`src/rtl/ultrasonic_ranging_scheduler.sv`:
```
// Round-robin scheduler that shares one echo-timing datapath across several ultrasonic rangers.
// Each slot runs trigger, echo measurement with timeout, a valid/ready result, then a ring-down gap.
module ultrasonic_ranging_scheduler #(
    parameter int unsigned NUM_SENSORS    = 4,
    parameter int unsigned CH_W           = 2,
    parameter int unsigned TRIG_CYCLES    = 1000,
    parameter int unsigned TIMEOUT_CYCLES = 2000000,
    parameter int unsigned GAP_CYCLES     = 3000000,
    parameter int unsigned CNT_W          = 22
) (
    input  logic                   sys_clk,
    input  logic                   sys_rst,
    input  logic                   enable,
    input  logic [NUM_SENSORS-1:0] echo_in,
    output logic [NUM_SENSORS-1:0] trig_out,
    output logic [CNT_W-1:0]       dist_data,
    output logic [CH_W-1:0]        dist_ch,
    output logic                   dist_timeout,
    output logic                   dist_vld,
    input  logic                   dist_rdy,
    output logic                   busy
);

    localparam logic [2:0] StIdle     = 3'd0;
    localparam logic [2:0] StTrig     = 3'd1;
    localparam logic [2:0] StWaitRise = 3'd2;
    localparam logic [2:0] StMeasure  = 3'd3;
    localparam logic [2:0] StReport   = 3'd4;
    localparam logic [2:0] StGap      = 3'd5;

    localparam logic [CNT_W-1:0] TrigLast    = CNT_W'(TRIG_CYCLES - 1);
    localparam logic [CNT_W-1:0] TimeoutLast = CNT_W'(TIMEOUT_CYCLES - 1);
    localparam logic [CNT_W-1:0] GapLast     = CNT_W'(GAP_CYCLES - 1);
    localparam logic [CNT_W-1:0] CntMax      = '1;
    localparam logic [CH_W-1:0]  ChLast      = CH_W'(NUM_SENSORS - 1);
    localparam logic [NUM_SENSORS-1:0] TrigOne = NUM_SENSORS'(1);

    logic [2:0]             state_q, state_d;
    logic [CH_W-1:0]        ptr_q, ptr_d;
    logic [CNT_W-1:0]       timer_q, timer_d;
    logic [CNT_W-1:0]       count_q, count_d;
    logic [CNT_W-1:0]       data_q, data_d;
    logic [CH_W-1:0]        ch_q, ch_d;
    logic                   to_q, to_d;
    logic [NUM_SENSORS-1:0] echo_meta_q, echo_sync_q, echo_hist_q;

    logic                   echo_cur, echo_prev, echo_rise, echo_fall;
    logic [CNT_W-1:0]       timer_inc, count_inc;
    logic                   timer_expired;

    // Two-flop synchronizer plus a history stage for edge detection.
    always_ff @(posedge sys_clk or posedge sys_rst) begin
        if (sys_rst) begin
            echo_meta_q <= '0;
            echo_sync_q <= '0;
            echo_hist_q <= '0;
        end else begin
            echo_meta_q <= echo_in;
            echo_sync_q <= echo_meta_q;
            echo_hist_q <= echo_sync_q;
        end
    end

    always_comb begin
        echo_cur      = echo_sync_q[ptr_q];
        echo_prev     = echo_hist_q[ptr_q];
        echo_rise     = echo_cur & ~echo_prev;
        echo_fall     = ~echo_cur & echo_prev;
        timer_inc     = (timer_q == CntMax) ? timer_q : timer_q + CNT_W'(1);
        count_inc     = (count_q == CntMax) ? count_q : count_q + CNT_W'(1);
        timer_expired = (timer_q == TimeoutLast);
    end

    always_comb begin
        state_d = state_q;
        ptr_d   = ptr_q;
        timer_d = timer_q;
        count_d = count_q;
        data_d  = data_q;
        ch_d    = ch_q;
        to_d    = to_q;

        case (state_q)
            StIdle: begin
                if (enable) begin
                    state_d = StTrig;
                    timer_d = '0;
                end
            end

            StTrig: begin
                if (timer_q == TrigLast) begin
                    state_d = StWaitRise;
                    timer_d = '0;
                end else begin
                    timer_d = timer_inc;
                end
            end

            StWaitRise: begin
                timer_d = timer_inc;
                if (timer_expired) begin
                    data_d  = '1;
                    to_d    = 1'b1;
                    ch_d    = ptr_q;
                    state_d = StReport;
                end else if (echo_rise) begin
                    count_d = CNT_W'(1);
                    state_d = StMeasure;
                end
            end

            StMeasure: begin
                timer_d = timer_inc;
                // A fall on the last allowed cycle still yields a valid distance.
                if (echo_fall) begin
                    data_d  = count_q;
                    to_d    = 1'b0;
                    ch_d    = ptr_q;
                    state_d = StReport;
                end else if (timer_expired) begin
                    data_d  = '1;
                    to_d    = 1'b1;
                    ch_d    = ptr_q;
                    state_d = StReport;
                end else if (echo_cur) begin
                    count_d = count_inc;
                end
            end

            StReport: begin
                if (dist_rdy) begin
                    state_d = StGap;
                    timer_d = '0;
                end
            end

            StGap: begin
                if (timer_q == GapLast) begin
                    ptr_d   = (ptr_q == ChLast) ? '0 : ptr_q + CH_W'(1);
                    timer_d = '0;
                    state_d = enable ? StTrig : StIdle;
                end else begin
                    timer_d = timer_inc;
                end
            end

            default: begin
                state_d = StIdle;
                timer_d = '0;
            end
        endcase
    end

    always_ff @(posedge sys_clk or posedge sys_rst) begin
        if (sys_rst) begin
            state_q <= StIdle;
            ptr_q   <= '0;
            timer_q <= '0;
            count_q <= '0;
            data_q  <= '0;
            ch_q    <= '0;
            to_q    <= 1'b0;
        end else begin
            state_q <= state_d;
            ptr_q   <= ptr_d;
            timer_q <= timer_d;
            count_q <= count_d;
            data_q  <= data_d;
            ch_q    <= ch_d;
            to_q    <= to_d;
        end
    end

    // Decoded from registered state so reset clears them without waiting for a clock.
    always_comb begin
        trig_out     = (state_q == StTrig) ? (TrigOne << ptr_q) : '0;
        dist_vld     = (state_q == StReport);
        busy         = (state_q != StIdle);
        dist_data    = data_q;
        dist_ch      = ch_q;
        dist_timeout = to_q;
    end

endmodule

```
`config.mk`:
```
export PLATFORM = sky130hd
export DESIGN_NAME = ultrasonic_ranging_scheduler
export DESIGN_NICKNAME = d
export VERILOG_FILES = /design/src/rtl/ultrasonic_ranging_scheduler.sv
export SDC_FILE = /design/constraint.sdc
export NUM_CORES = 1
export LEC_CHECK = 0
export CORE_MARGIN = 2
export CORE_UTILIZATION = 40
export DETAILED_ROUTE_END_ITERATION = 10
export PLACE_DENSITY = 0.55
export SYNTH_ARGS = -nofsm -noshare
export SYNTH_HDL_FRONTEND = slang
export SYNTH_SLANG_ARGS = --single-unit
```
`constraint.sdc`:
```
create_clock -name sys_clk -period 6.4 [get_ports sys_clk]
set_clock_uncertainty 0.05 [all_clocks]
set_input_delay 0.96 -clock sys_clk [delete_from_list [all_inputs] [get_ports sys_clk]]
set_output_delay 0.96 -clock sys_clk [all_outputs]
set_load 0.01 [all_outputs]
```
# After elaboration in Yosys (flattened, before gate mapping)
# Cells that the tools add are included.
# word_totals
reg_bits,86
latch_bits,0
mem_bits_rw,0
romBits,0
in_bits,8
out_inout_bits,31
wordCells,88
mem_count,0
# op_classes
n_addsub,3
mul,0
div_mod_pow,0
magnitude_cmp,1
n_eq_ne,23
n_shift,1
mux,38
n_bitwise,4
reduce_logical,8
# ops
op,n
two-way mux 22 bit,13
case mux 22 bit (5 select lines),1
case mux 22 bit (2 select lines),2
equality test 22 bit (second input constant),3
adder 22 x 1 -> 22 bit (second input constant),2
two-way mux 3 bit,8
equality test 22 x 10 -> 1 bit (second input constant),1
equality test 22 x 21 -> 1 bit (second input constant),1
!= test 2 bit (second input constant),9
case mux 3 bit (6 select lines),1
AND reduction 7 bit,1
equality test 3 x 2 -> 1 bit (second input constant),2
equality test 3 bit (second input constant),2
two-way mux 2 bit,3
!= test 3 bit (second input constant),2
AND reduction 6 bit,1
two-way mux 1 bit,5
binary-select mux 1 bit (select 2 bit),2
two-way mux 4 bit,1
case mux 2 bit (2 select lines),1
AND reduction 2 bit,2
<< shifter 1 x 2 -> 4 bit (first input constant),1
equality test 3 x 1 -> 1 bit (second input constant),1
logical NOT 3 bit,1
10 further kinds,12

# Depth between registers and ports, before layout
# depth
depth_word,7
mapped_depth,8
mapped_depth_nobuf,6

# Worst setup path after synthesis
# Ideal clock, no wire load.
# synth_timing
path_kind,flip-flop to flip-flop
startpoint,reg ptr_q[0]
endpoint,reg ch_q[0] (netlist: dist_ch[0])
setup_ns,0.125
arrival_ns,2.170
required_time_ns,6.225
slack_ns,4.055
stages_incl_launch_ff,7
path_buffers,2
synth_period_minus_slack_ns,2.345
path_cell_list,dfrtp_1 buf_6 mux4_2 or4b_1 buf_2 a21oi_4 mux2_2
# synth_via
elab_chain_len,6
elab_cells_between_ends,9
classes_between,mux (7); bitwise (2)
# synth_lines
element,line_no,text
from (decl),39,"logic [CH_W-1:0] ptr_q, ptr_d;"
from (signal assigned),166,ptr_q <= ptr_d;
binary-select mux 1 bit (select 2 bit),65,echo_cur = echo_sync_q[ptr_q];
two-way mux 1 bit (not written as such),65,
inverter 1 bit,68,echo_fall = ~echo_cur & echo_prev;
AND 1 bit,68,
two-way mux 2 bit,116,if (echo_fall) begin
case mux 2 bit (2 select lines) (*),83,case (state_q)
to (signal assigned),170,ch_q <= ch_d;
to (decl),43,"logic [CH_W-1:0] ch_q, ch_d;"
# Every way passes the cells marked *; elsewhere a longest branch is shown, timed or not. The select of a mux whose other input is x is not followed.
# A chain may end at the register's enable or synchronous reset.

# Worst setup path in the final report
# layout_timing
startpoint,reg state_q[0]
endpoint,reg ch_q[1] (netlist: dist_ch[1])
# layout_via
elab_chain_len,2
elab_cells_between_ends,4
classes_between,eq/ne (2); mux (1); reduce/logical (1)
# layout_lines
element,line_no,text
from (decl),38,"logic [2:0] state_q, state_d;"
from (signal assigned),157,state_q <= StIdle;
from (signal assigned),165,state_q <= state_d;
equality test 3 x 2 -> 1 bit,83,
case mux 2 bit (2 select lines) / nonzero test 2 bit (equally long branches),n/a,
# Parallel ways exist; a longest one is shown, timed or not.

==> metrics.txt <==
Unique masters post-synth 61; met3 GRT Util 0.02727; largest net degree at the start of global routing 57; DP HPWL 6815 um; CTS Buf Count 9; fraction of layout cells with a size suffix above 1 0.06667; Post-synth EDFFs 0; H-tree level count 3; sequential fraction of the synthesis area 0.4792; Max-slew headroom 0.2174; multi-input logic area 2166 um^2; Startpoint Class flip-flop; worst slew pin tran 1.163 ns; commonest register cell after synthesis dfrtp_1; Placed Cells 589; Area growth, synth to finish 14.49%; warnings from Yosys 0; CP max stage cell or4b_1; FMAX 278.9 MHz; CTS tree yes; vias in the first global route 3346; crit-path cells inv_1 > or4b_1 > a21oi_4 > mux2_2; WL/cell 16.86 um; Setup Crit Path Kind reg2reg; DRC viols 0; Port Buffer Count 38; Antenna Nets Post-Route 0; vias per inst 6.000; ys async rst share 1.000; grt met2 use 0.2800; remaining global-route overflow 0; number of fill cells 1030; FF-to-FF Start state_q[0]; Final Max Tran Viols 0; setup TNS 0 ns; synthesized instance count 439; Worst Path Arrival 3.80 ns; die width 110.0 um; CP Buf/Inv Count 1; Max Cap Violations 0; syn avg cell area 10.23 um^2; Starting DRT DRC Count 232; Initial Util 0.4124; Tmin final 3.585 ns; CTS Sinks 86; R2R depth 4; Synth Cell Area 4491 um^2; clock slew at reported path FFs 0.09 ns; Pre-antenna DRT Iters 4; Pwr per Cell Area 196.0 nW/um^2; row count 38; die area 12090 um^2; Final Hold Viols 0; VDD IR max 0.1412 mV; non-filler cells, final 605; Net count, final 474; Period Utilization, post-route 0.5602; Place WS 2.779 ns; Placer Congestion 0.8507; RSZ-0062 raised after global routing false; Root Buffer clkbuf_8; worst-skew pair later-pin latency 0.37 ns; # setup viols final 0; GR peak layer met2; ANT cells 0; via count 3630; Worst Setup End Kind flip-flop; critical path depth 4; # resized after CTS 0; CTS max path bufs 2; hold depth 0; cell family with most CP delay simple AND/OR/NAND/NOR gates; first-pass GRT wire length 17420 um; CP peak stage delay 1.06 ns; worst setup margin 2.815 ns; flop and latch count out of synthesis 86; critical path fanouts, max 25; Area contributors post-synth dfrtp_1 (48%), o31ai_1 (5.3%), o22a_1 (4.3%), nor2_1 (2.6%), xor2_1 (2.3%); Yosys top cell area share 0.4792; Leak Pwr 0.002012 uW; Hold Crit Class reg2reg; GR Util All Layers 0.1846; final wirelength 10200 um; outcome complete, no violations; syn nets 453; Post-CTS Hold Buffers 0; core area 10890 um^2; crit path launch state_q[0]; CP Data Required Time 6.62 ns; cell taking the most area after synthesis dfrtp_1; area occupied by registers 2152 um^2; Hold Startpoint echo_meta_q[3]; IO Count 39; # Post-CTS Setup Buffers 0; met1 Resource Use GR 0.2656; initial antenna violation count 0; die height 110.0 um
==> cell families after synthesis <==
kind of cell               count (synthesis)  synth area share
and+or+nand+nor                          163            0.2045
AOI/OAI and AO/OA                        124            0.2042
DFF                                       86            0.4792
buffers and inverters                     37           0.03845
xor gates and xnor gates                  14           0.02731
muxes                                      9           0.02953
adders and majority gates                  6           0.01672
==> through the flow <==
stage	util	hold WS [ns]	area [um^2]	power (uW)
after global placement	0.4512	0.2830	4912	580.9
after detailed placement	0.4512	0.2864	4912	581.2
after floorplan	-	0.2812	4491	571.4
after global routing	0.4722	0.3153	5141	1049
final	0.4722	0.3037	5141	1008
after CTS	0.4722	0.3098	5141	1028
==> final timing paths <==
check                            endpoint  slack [ns]
setup / recovery               dist_ch[1]        2.81
hold / removal             echo_sync_q[3]        0.30
setup reg to reg               dist_ch[1]        2.81
hold reg to reg            echo_sync_q[3]        0.30
max in group asynchronous  echo_hist_q[0]        4.35
min in group asynchronous   dist_data[15]        0.88
==> power by group <==
group / internal (uW) / switching, uW
registers: 547 / 2.32
clock network: 226 / 213
logic: 7.30 / 12.8
total: 780 / 228
==> area by class of cell <==
type,count,area share
clock inverter,7,0.02044
timing repair buffer,39,0.07544
inverter,8,0.006084
tap,140,0.03407
multi-input combinational,316,0.4213
clock buffer,9,0.02409
sequential,86,0.4186
==> per-layer routing <==
| layer | share of wire | wire length, um |
|---|---|---|
| met5 | 0 | 0 |
| met4 | 0.017 | 172 |
| met3 | 0.038 | 388 |
| met2 | 0.46 | 4705 |
| met1 | 0.48 | 4935 |
==> synth_stat cells, types with 6 or more instances <==
cell	n
inv_1	8
or4_1	6
buf_2	6
clkbuf_1	14
o31ai_1	32
nand3_1	20
or3_1	7
a21oi_1	18
nor2_1	31
o21ai_0	10
nand4_1	10
xor2_1	12
ha_1	6
nand2_1	27
and2_1	8
o22a_1	22
and3_1	12
nor3_1	7
dfrtp_1	86
==> registers in the layout, summed over array words and instances (netlist names) <==
signal,flops
dist_timeout,1
state_q,3
dist_ch,2
echo_meta_q,4
echo_hist_q,4
timer_q,22
count_q,22
dist_data,22
echo_sync_q,4
ptr_q,2
==> worst reg2reg max path: stages (launching register included) <==
cell and delay, ns:
dfrtp_1 0.70, inv_1 0.49, or4b_1 1.07, a21oi_4 0.77
mux2_2 0.41
==> layout by cell type (no fill, tap or decap), types with 4 or more instances in the layout <==
master,synthesis,routed
clkdlybuf4s50_1,0,38
and3_1,12,12
inv_1,8,7
ha_1,6,6
xor2_1,12,12
and2_1,8,8
dfrtp_1,86,86
nor4_1,5,5
o41ai_1,4,4
o211ai_1,5,5
nor2_1,31,31
a31oi_1,5,5
o31ai_1,32,32
or4_1,6,6
mux2_2,4,4
clkbuf_8,0,9
or3_1,7,7
o21ai_0,10,10
o22a_1,22,22
nand2_1,27,27
nor3_1,7,7
a21oi_1,18,18
nand4_1,10,10
o2111ai_1,5,5
nor2b_1,5,5
nand3_1,20,20
Note: power is estimated with default switching activity, not from simulation.
